===== src/rtl/wide_add_sequencer_pkg.sv =====
// Shared constants and FSM encoding for the word-serial wide adder.
package wide_add_sequencer_pkg;

   localparam int WORD_W = 10;

   typedef enum logic [1:0] {
      ST_IDLE = 2'd0,
      ST_RUN  = 2'd1,
      ST_DONE = 2'd2
   } state_t;

endpackage


===== src/rtl/wide_add_sequencer_if.sv =====
// Operand/result handshake bundle: master is the producer/consumer, slave the sequencer.
interface wide_add_sequencer_if #(
   parameter int WORDS = 4
);
   import wide_add_sequencer_pkg::*;

   localparam int W = WORDS * WORD_W;

   logic         in_valid;
   logic         in_ready;
   logic [W-1:0] in_a;
   logic [W-1:0] in_b;
   logic         in_sub;
   logic         out_valid;
   logic         out_ready;
   logic [W-1:0] out_sum;
   logic         out_cout;
   logic         out_ovf;
   logic         busy;

   modport master (
      output in_valid, in_a, in_b, in_sub, out_ready,
      input  in_ready, out_valid, out_sum, out_cout, out_ovf, busy
   );

   modport slave (
      input  in_valid, in_a, in_b, in_sub, out_ready,
      output in_ready, out_valid, out_sum, out_cout, out_ovf, busy
   );

endinterface


===== src/rtl/wide_add_sequencer_adder.sv =====
// 10-bit carry-select adder with growing group sizes (3/3/4) so the select chain stays short.
module square_root_adder
   import wide_add_sequencer_pkg::*;
(
   input  logic [WORD_W-1:0] a,
   input  logic [WORD_W-1:0] b,
   input  logic              c_in,
   output logic [WORD_W-1:0] s,
   output logic              c_out
);

   logic [3:0] g0;
   logic [3:0] g1_c0, g1_c1;
   logic [4:0] g2_c0, g2_c1;
   logic       c1, c2;

   assign g0    = {1'b0, a[2:0]} + {1'b0, b[2:0]} + {3'b000, c_in};
   // Upper groups are computed for both carry-in values and picked afterwards.
   assign g1_c0 = {1'b0, a[5:3]} + {1'b0, b[5:3]};
   assign g1_c1 = {1'b0, a[5:3]} + {1'b0, b[5:3]} + 4'd1;
   assign g2_c0 = {1'b0, a[9:6]} + {1'b0, b[9:6]};
   assign g2_c1 = {1'b0, a[9:6]} + {1'b0, b[9:6]} + 5'd1;

   assign c1 = g0[3];
   assign c2 = c1 ? g1_c1[3] : g1_c0[3];

   assign s[2:0] = g0[2:0];
   assign s[5:3] = c1 ? g1_c1[2:0] : g1_c0[2:0];
   assign s[9:6] = c2 ? g2_c1[3:0] : g2_c0[3:0];
   assign c_out  = c2 ? g2_c1[4]   : g2_c0[4];

endmodule


===== src/rtl/wide_add_sequencer.sv =====
// Word-serial WORDS*10-bit add/subtract: one 10-bit adder reused LS word first,
// carry chained through a register between cycles.
module wide_add_sequencer
   import wide_add_sequencer_pkg::*;
#(
   parameter int WORDS = 4
) (
   input  logic                      clk,
   input  logic                      rst,
   wide_add_sequencer_if.slave       bus
);

   localparam int W  = WORDS * WORD_W;
   localparam int IW = $clog2(WORDS);

   state_t             state_q, state_d;
   logic [W-1:0]       a_q, a_d;
   logic [W-1:0]       b_q, b_d;
   logic [W-1:0]       sum_q, sum_d;
   logic               carry_q, carry_d;
   logic               cout_q, cout_d;
   logic               ovf_q, ovf_d;
   logic [IW-1:0]      idx_q, idx_d;

   logic [WORD_W-1:0]  a_word [WORDS];
   logic [WORD_W-1:0]  b_word [WORDS];
   logic [WORD_W-1:0]  add_a, add_b, add_s;
   logic               add_co;
   logic               last_word;

   genvar gi;
   generate
      for (gi = 0; gi < WORDS; gi++) begin : g_word
         assign a_word[gi] = a_q[gi*WORD_W +: WORD_W];
         assign b_word[gi] = b_q[gi*WORD_W +: WORD_W];
      end
   endgenerate

   assign add_a     = a_word[idx_q];
   assign add_b     = b_word[idx_q];
   assign last_word = (idx_q == IW'(WORDS - 1));

   square_root_adder u_adder (
      .a     (add_a),
      .b     (add_b),
      .c_in  (carry_q),
      .s     (add_s),
      .c_out (add_co)
   );

   always_comb begin
      state_d = state_q;
      a_d     = a_q;
      b_d     = b_q;
      sum_d   = sum_q;
      carry_d = carry_q;
      cout_d  = cout_q;
      ovf_d   = ovf_q;
      idx_d   = idx_q;
      case (state_q)
         ST_IDLE: begin
            if (bus.in_valid) begin
               // Subtraction is A + ~B + 1: the +1 enters as the initial carry.
               a_d     = bus.in_a;
               b_d     = bus.in_sub ? ~bus.in_b : bus.in_b;
               carry_d = bus.in_sub;
               idx_d   = '0;
               sum_d   = '0;
               state_d = ST_RUN;
            end
         end
         ST_RUN: begin
            sum_d[idx_q*WORD_W +: WORD_W] = add_s;
            carry_d = add_co;
            if (last_word) begin
               cout_d  = add_co;
               ovf_d   = (a_q[W-1] == b_q[W-1]) && (add_s[WORD_W-1] != a_q[W-1]);
               state_d = ST_DONE;
            end else begin
               idx_d = idx_q + IW'(1);
            end
         end
         ST_DONE: begin
            if (bus.out_ready) begin
               state_d = ST_IDLE;
            end
         end
         default: state_d = ST_IDLE;
      endcase
   end

   always_ff @(posedge clk) begin
      if (rst) begin
         state_q <= ST_IDLE;
         a_q     <= '0;
         b_q     <= '0;
         sum_q   <= '0;
         carry_q <= 1'b0;
         cout_q  <= 1'b0;
         ovf_q   <= 1'b0;
         idx_q   <= '0;
      end else begin
         state_q <= state_d;
         a_q     <= a_d;
         b_q     <= b_d;
         sum_q   <= sum_d;
         carry_q <= carry_d;
         cout_q  <= cout_d;
         ovf_q   <= ovf_d;
         idx_q   <= idx_d;
      end
   end

   assign bus.in_ready  = (state_q == ST_IDLE);
   assign bus.out_valid = (state_q == ST_DONE);
   assign bus.busy      = (state_q != ST_IDLE);
   assign bus.out_sum   = sum_q;
   assign bus.out_cout  = cout_q;
   assign bus.out_ovf   = ovf_q;

endmodule

===== src/flat_wrapper.sv =====
// flat-port wrapper written by rule: the top's interface ports become plain ports
module wide_add_sequencer_flat import wide_add_sequencer_pkg::*;
#(
   parameter int WORDS = 4
)
  (clk, rst, bus_in_valid, bus_in_a, bus_in_b, bus_in_sub, bus_out_ready, bus_in_ready, bus_out_valid, bus_out_sum, bus_out_cout, bus_out_ovf, bus_busy);
  wide_add_sequencer_if #(.WORDS(WORDS)) bus_i ();
  input  logic clk;
  input  logic rst;
  input wire logic [$bits(bus_i.in_valid)-1:0] bus_in_valid;
  input wire logic [$bits(bus_i.in_a)-1:0] bus_in_a;
  input wire logic [$bits(bus_i.in_b)-1:0] bus_in_b;
  input wire logic [$bits(bus_i.in_sub)-1:0] bus_in_sub;
  input wire logic [$bits(bus_i.out_ready)-1:0] bus_out_ready;
  output wire logic [$bits(bus_i.in_ready)-1:0] bus_in_ready;
  output wire logic [$bits(bus_i.out_valid)-1:0] bus_out_valid;
  output wire logic [$bits(bus_i.out_sum)-1:0] bus_out_sum;
  output wire logic [$bits(bus_i.out_cout)-1:0] bus_out_cout;
  output wire logic [$bits(bus_i.out_ovf)-1:0] bus_out_ovf;
  output wire logic [$bits(bus_i.busy)-1:0] bus_busy;
  assign bus_i.in_valid = bus_in_valid;
  assign bus_i.in_a = bus_in_a;
  assign bus_i.in_b = bus_in_b;
  assign bus_i.in_sub = bus_in_sub;
  assign bus_i.out_ready = bus_out_ready;
  assign bus_in_ready = bus_i.in_ready;
  assign bus_out_valid = bus_i.out_valid;
  assign bus_out_sum = bus_i.out_sum;
  assign bus_out_cout = bus_i.out_cout;
  assign bus_out_ovf = bus_i.out_ovf;
  assign bus_busy = bus_i.busy;
  wide_add_sequencer #(.WORDS(WORDS)) u_core (.clk(clk), .rst(rst), .bus(bus_i));
endmodule

===== config.mk =====
export PLATFORM = sky130hd
export DESIGN_NAME = wide_add_sequencer_flat
export DESIGN_NICKNAME = d
export VERILOG_FILES = /design/src/rtl/wide_add_sequencer_pkg.sv /design/src/rtl/wide_add_sequencer_if.sv /design/src/rtl/wide_add_sequencer_adder.sv /design/src/rtl/wide_add_sequencer.sv /design/src/flat_wrapper.sv
export SDC_FILE = /design/constraint.sdc
export NUM_CORES = 1
export LEC_CHECK = 0
export ABC_AREA = 1
export CAP_MARGIN = 20
export CELL_PAD_IN_SITES_DETAIL_PLACEMENT = 1
export CELL_PAD_IN_SITES_GLOBAL_PLACEMENT = 1
export CORE_ASPECT_RATIO = 1.25
export CORE_MARGIN = 2
export CORE_UTILIZATION = 40
export CTS_CLUSTER_SIZE = 30
export DETAILED_ROUTE_END_ITERATION = 7
export GPL_TIMING_DRIVEN = 1
export PLACE_DENSITY = 0.93
export RECOVER_POWER = 100
export SLEW_MARGIN = 10
export SYNTH_ARGS = -nofsm -noshare
export SYNTH_HDL_FRONTEND = slang
export SYNTH_SLANG_ARGS = --single-unit
export TNS_END_PERCENT = 30

===== constraint.sdc =====
create_clock -name clk -period 6.7 [get_ports clk]
set_clock_uncertainty 0.2 [all_clocks]
set_input_delay 1.34 -clock clk [delete_from_list [all_inputs] [get_ports clk]]
set_output_delay 1.34 -clock clk [all_outputs]
set_load 0.02 [all_outputs]

==> Implementation_results.wiki <==
{| class="wikitable"
! Metric !! Value
|-
| Power per standard cell area || 265.2 nW/µm²
|-
| Setup_tns || 0 ns
|-
| Internal power || 1.505 mW
|-
| Number of remaining DRC errors || 0
|-
| Core Rows || 53
|-
| Crit-path max FO || 62
|-
| Hold Buf Count CTS || 0
|-
| Net count of the mapped netlist || 1081
|-
| Critical Setup Path Class || in2reg
|-
| Detailed-route via count || 7135
|-
| Number of I/O pins || 130
|-
| Number of vias per cell || 5.480
|-
| Routed wirelength normalized by instance count || 17.98 µm
|-
| Arrival time of data at the critical path endpoint || 5.37 ns
|-
| Commonest cells in the synthesized netlist || sky130_fd_sc_hd__nor2_1, sky130_fd_sc_hd__nand2_1, sky130_fd_sc_hd__dfxtp_1
|-
| Final core utilization || 51.83%
|-
| Sequential fraction of design power || 36.5%
|-
| All-layer global routing usage || 26.18%
|-
| Measured slew at the worst slew-check pin || 1.743 ns
|-
| Number of synthesized register bits || 127
|-
| Cell area after synthesis || 6798 µm²
|-
| Failing checks || capacitance limit, slew limit
|-
| Proportion of power drawn by the clock network || 36.3%
|-
| Number of instances in the placed design || 1269
|-
| Share of synthesized registers carrying an async set or reset || 0%
|-
| Final standard cell count with taps included and fillers excluded || 1302
|-
| Worst Setup SP || bus_in_valid
|-
| Largest voltage drop on the vdd net || 0.0001793 V
|-
| Maximum buffer depth of the clock tree || 2
|-
| Yosys warnings || 0
|-
| Gate Count Post-Synth || 974
|-
| # H-tree levels || 4
|-
| Final max-slew violation count || 58
|-
| Count of distinct cell types in the synthesized netlist || 35
|-
| Cell accounting for the most synthesized area || sky130_fd_sc_hd__dfxtp_1
|-
| Launch point of the worst reg-to-reg path || u_core.idx_q[1]$_SDFFE_PP0P_
|-
| Max capacitance violation total || 1
|-
| Psw || 0.7924 mW
|-
| Die boundary height || 149.8 µm
|-
| Area occupied by multi-input gates || 3794 µm²
|-
| CP required || 6.83 ns
|-
| Number of buffers added on ports || 129
|-
| Layout overhead on the synthesized area || 27.43%
|-
| Depth of the worst register-to-register path || 18
|-
| Register area share after synthesis || 37.40%
|-
| Clock tree from TritonCTS || built
|-
| Top_reg_cell synth || sky130_fd_sc_hd__dfxtp_1
|-
| Count of inserted antenna diode cells || 0
|-
| Number of cells upsized or downsized after cts || 0
|-
| Reg-to-Reg End || u_core.bus.out_sum[13]$_SDFFE_PP0P_
|-
| Switching part of the total power || 34.50%
|-
| R2R setup slack || 1.92 ns
|-
| Post-Syn Area per Cell || 6.979 µm²
|-
| Top-count cell post-synth || sky130_fd_sc_hd__nor2_1
|-
| Leading cell types by total area after synthesis || sky130_fd_sc_hd__dfxtp_1, sky130_fd_sc_hd__nor2_1, sky130_fd_sc_hd__nand2_1, sky130_fd_sc_hd__o21ai_0, sky130_fd_sc_hd__xnor2_1
|-
| Post-CTS setup repair buffer count || 0
|-
| Pin count of the biggest net entering global routing || 84
|-
| Number of buffers added by the clock tree synthesis step || 17
|-
| Initial DRC count || 369
|-
| Routability-driven placement congestion ratio || 0.9008
|-
| NumNets Final || 1176
|-
| Leak Pwr || 3.505 nW
|-
| Number of flops mapped to enable cells by yosys || 0
|-
| Vias in the first global route || 7322
|-
| First-pass GRT wire length || 36.90 mm
|-
| Normalized max-slew margin || -16.84%
|-
| Core outline area || 16710 µm²
|-
| Outcome || finished, violations left
|-
| Number of antenna violations at the first check in global routing || 0
|-
| Global-route congestion overflow total || 0
|-
| Area of all sequential standard cells || 2542 µm²
|-
| Period Utilization, post-route || 78.29%
|-
| Number of endpoints failing setup at the final stage || 0
|-
| Final-layout fill cell count || 2135
|-
| Clock-pin slew on the worst setup and hold paths || 0.06 ns
|-
| Worst hold path class || reg2reg
|-
| Critical path capture point || u_core.b_q[23]$_SDFFE_PP0P_
|-
| Skew-Pair Late Insertion Delay || 0.43 ns
|-
| Total Die Area || 18060 µm²
|-
| Max Fclk || 190.6 MHz
|-
| Fraction of power consumed by combinational cells || 27.3%
|-
| Area fraction of the dominant cell type after synthesis || 37.40%
|-
| Router iterations before antenna repair || 4
|-
| Final wirelength || 23.42 mm
|-
| Die width || 120.6 µm
|-
| Post-route ant nets || 0
|-
| Crit. End Element || flip-flop
|-
| Effective utilization at floorplan || 40.68%
|-
| Fraction of layout instances using a drive strength above 1 || 4.344%
|-
| Setup repair after global routing missed its margin || no
|-
| Detailed placer's ending HPWL || 16.46 mm
|-
| Clock Root Buffer || sky130_fd_sc_hd__clkbuf_16
|-
| Min Hold Slack || 0.2600 ns
|-
| Type of origin of the critical path || input port
|-
| Number of clock sinks || 127
|-
| Number of failing hold endpoints at the final stage || 0
|-
| Crit path time final || 5.246 ns
|}
-- metal layers --
metal / part of all wire, % / global-route usage [%]
met3: 4.0 / 4.192
met1: 39 / 28.50
met2: 52 / 47.34
met4: 5.1 / 15.81
met5: 0 / 0
-- worst min-delay path by stage --
stage,startpoint,to,slack [ns],cells after the start
finish,u_core.bus.out_sum[29]$_SDFFE_PP0P_,u_core.bus.out_sum[29]$_SDFFE_PP0P_,0.26,2
global placement,u_core.b_q[4]$_SDFFE_PP0P_,u_core.b_q[4]$_SDFFE_PP0P_,0.25,2
CTS,u_core.bus.out_sum[20]$_SDFFE_PP0P_,u_core.bus.out_sum[20]$_SDFFE_PP0P_,0.26,2
detailed placement,u_core.bus.out_sum[20]$_SDFFE_PP0P_,u_core.bus.out_sum[20]$_SDFFE_PP0P_,0.26,2
floorplan,u_core.b_q[1]$_SDFFE_PP0P_,u_core.b_q[1]$_SDFFE_PP0P_,0.23,2
global route,u_core.bus.out_sum[20]$_SDFFE_PP0P_,u_core.bus.out_sum[20]$_SDFFE_PP0P_,0.29,2
-- registers in the layout, indices dropped and copies added (netlist names) --
register,flops
u_core.bus.out_ovf,1
u_core.state_q,2
u_core.b_q,40
u_core.bus.out_cout,1
u_core.a_q,40
u_core.idx_q,2
u_core.carry_q,1
u_core.bus.out_sum,40
-- power groups by stage --
stage / Clock, mW / Sequential, mW / Combinational [mW]
finish: 0.834 / 0.837 / 0.626
detailed placement: 0 / 0.850 / 0.615
CTS: 0.833 / 0.836 / 0.630
global placement: 0 / 0.848 / 0.592
global route: 0.869 / 0.841 / 0.692
floorplan: 0 / 0.845 / 0.416
-- layout by cell type (no fill, tap or decap), drive strengths merged, types with 5 or more instances in the layout --
cell / count
xnor2: 39
a21oi: 68
nand2: 173
nand3: 65
nand4: 12
clkdlybuf4s50: 81
clkinv: 12
dfxtp: 127
o21ai: 92
clkinvlp: 5
o22ai: 19
ha: 18
clkbuf: 23
buf: 8
xor2: 6
dlygate4sd3: 46
inv: 46
nor2: 181
a211oi: 38
-- cells by family after synthesis --
family	synth area share, %
AO/OA/AOI/OAI	19.38
adder cells (fa/ha/maj)	4.491
buffers and inverters	6.387
flip-flops	37.40
AND/OR/NAND/NOR	26.54
XOR/XNOR	5.798
-- through the flow --
stage	setup slack (ns)	power [mW]	area, µm²
floorplan	3.084	1.261	6798
global placement	2.661	1.439	8169
detailed placement	2.440	1.466	8169
CTS	2.262	2.300	8688
global route	1.004	2.402	8662
finish	1.454	2.297	8662
-- worst max-delay path, cell delays in order --
cell                            delay (ns)
sky130_fd_sc_hd__dlygate4sd3_1        0.53
sky130_fd_sc_hd__nand2_1              0.06
sky130_fd_sc_hd__buf_4                0.39
sky130_fd_sc_hd__clkinvlp_2           1.50
sky130_fd_sc_hd__clkbuf_2             1.05
sky130_fd_sc_hd__a211oi_1             0.49
-- area by class of cell --
| type | instances | share of cell area (%) |
|---|---|---|
| Clock buffer | 21 | 5.200 |
| Sequential cell | 127 | 29.35 |
| Timing Repair Buffer | 137 | 15.41 |
| Inverter | 52 | 2.268 |
| Tap cell | 220 | 3.178 |
| Multi-Input combinational cell | 734 | 43.80 |
| Clock inverter | 11 | 0.7945 |
Power figures use the tool's default switching activity.
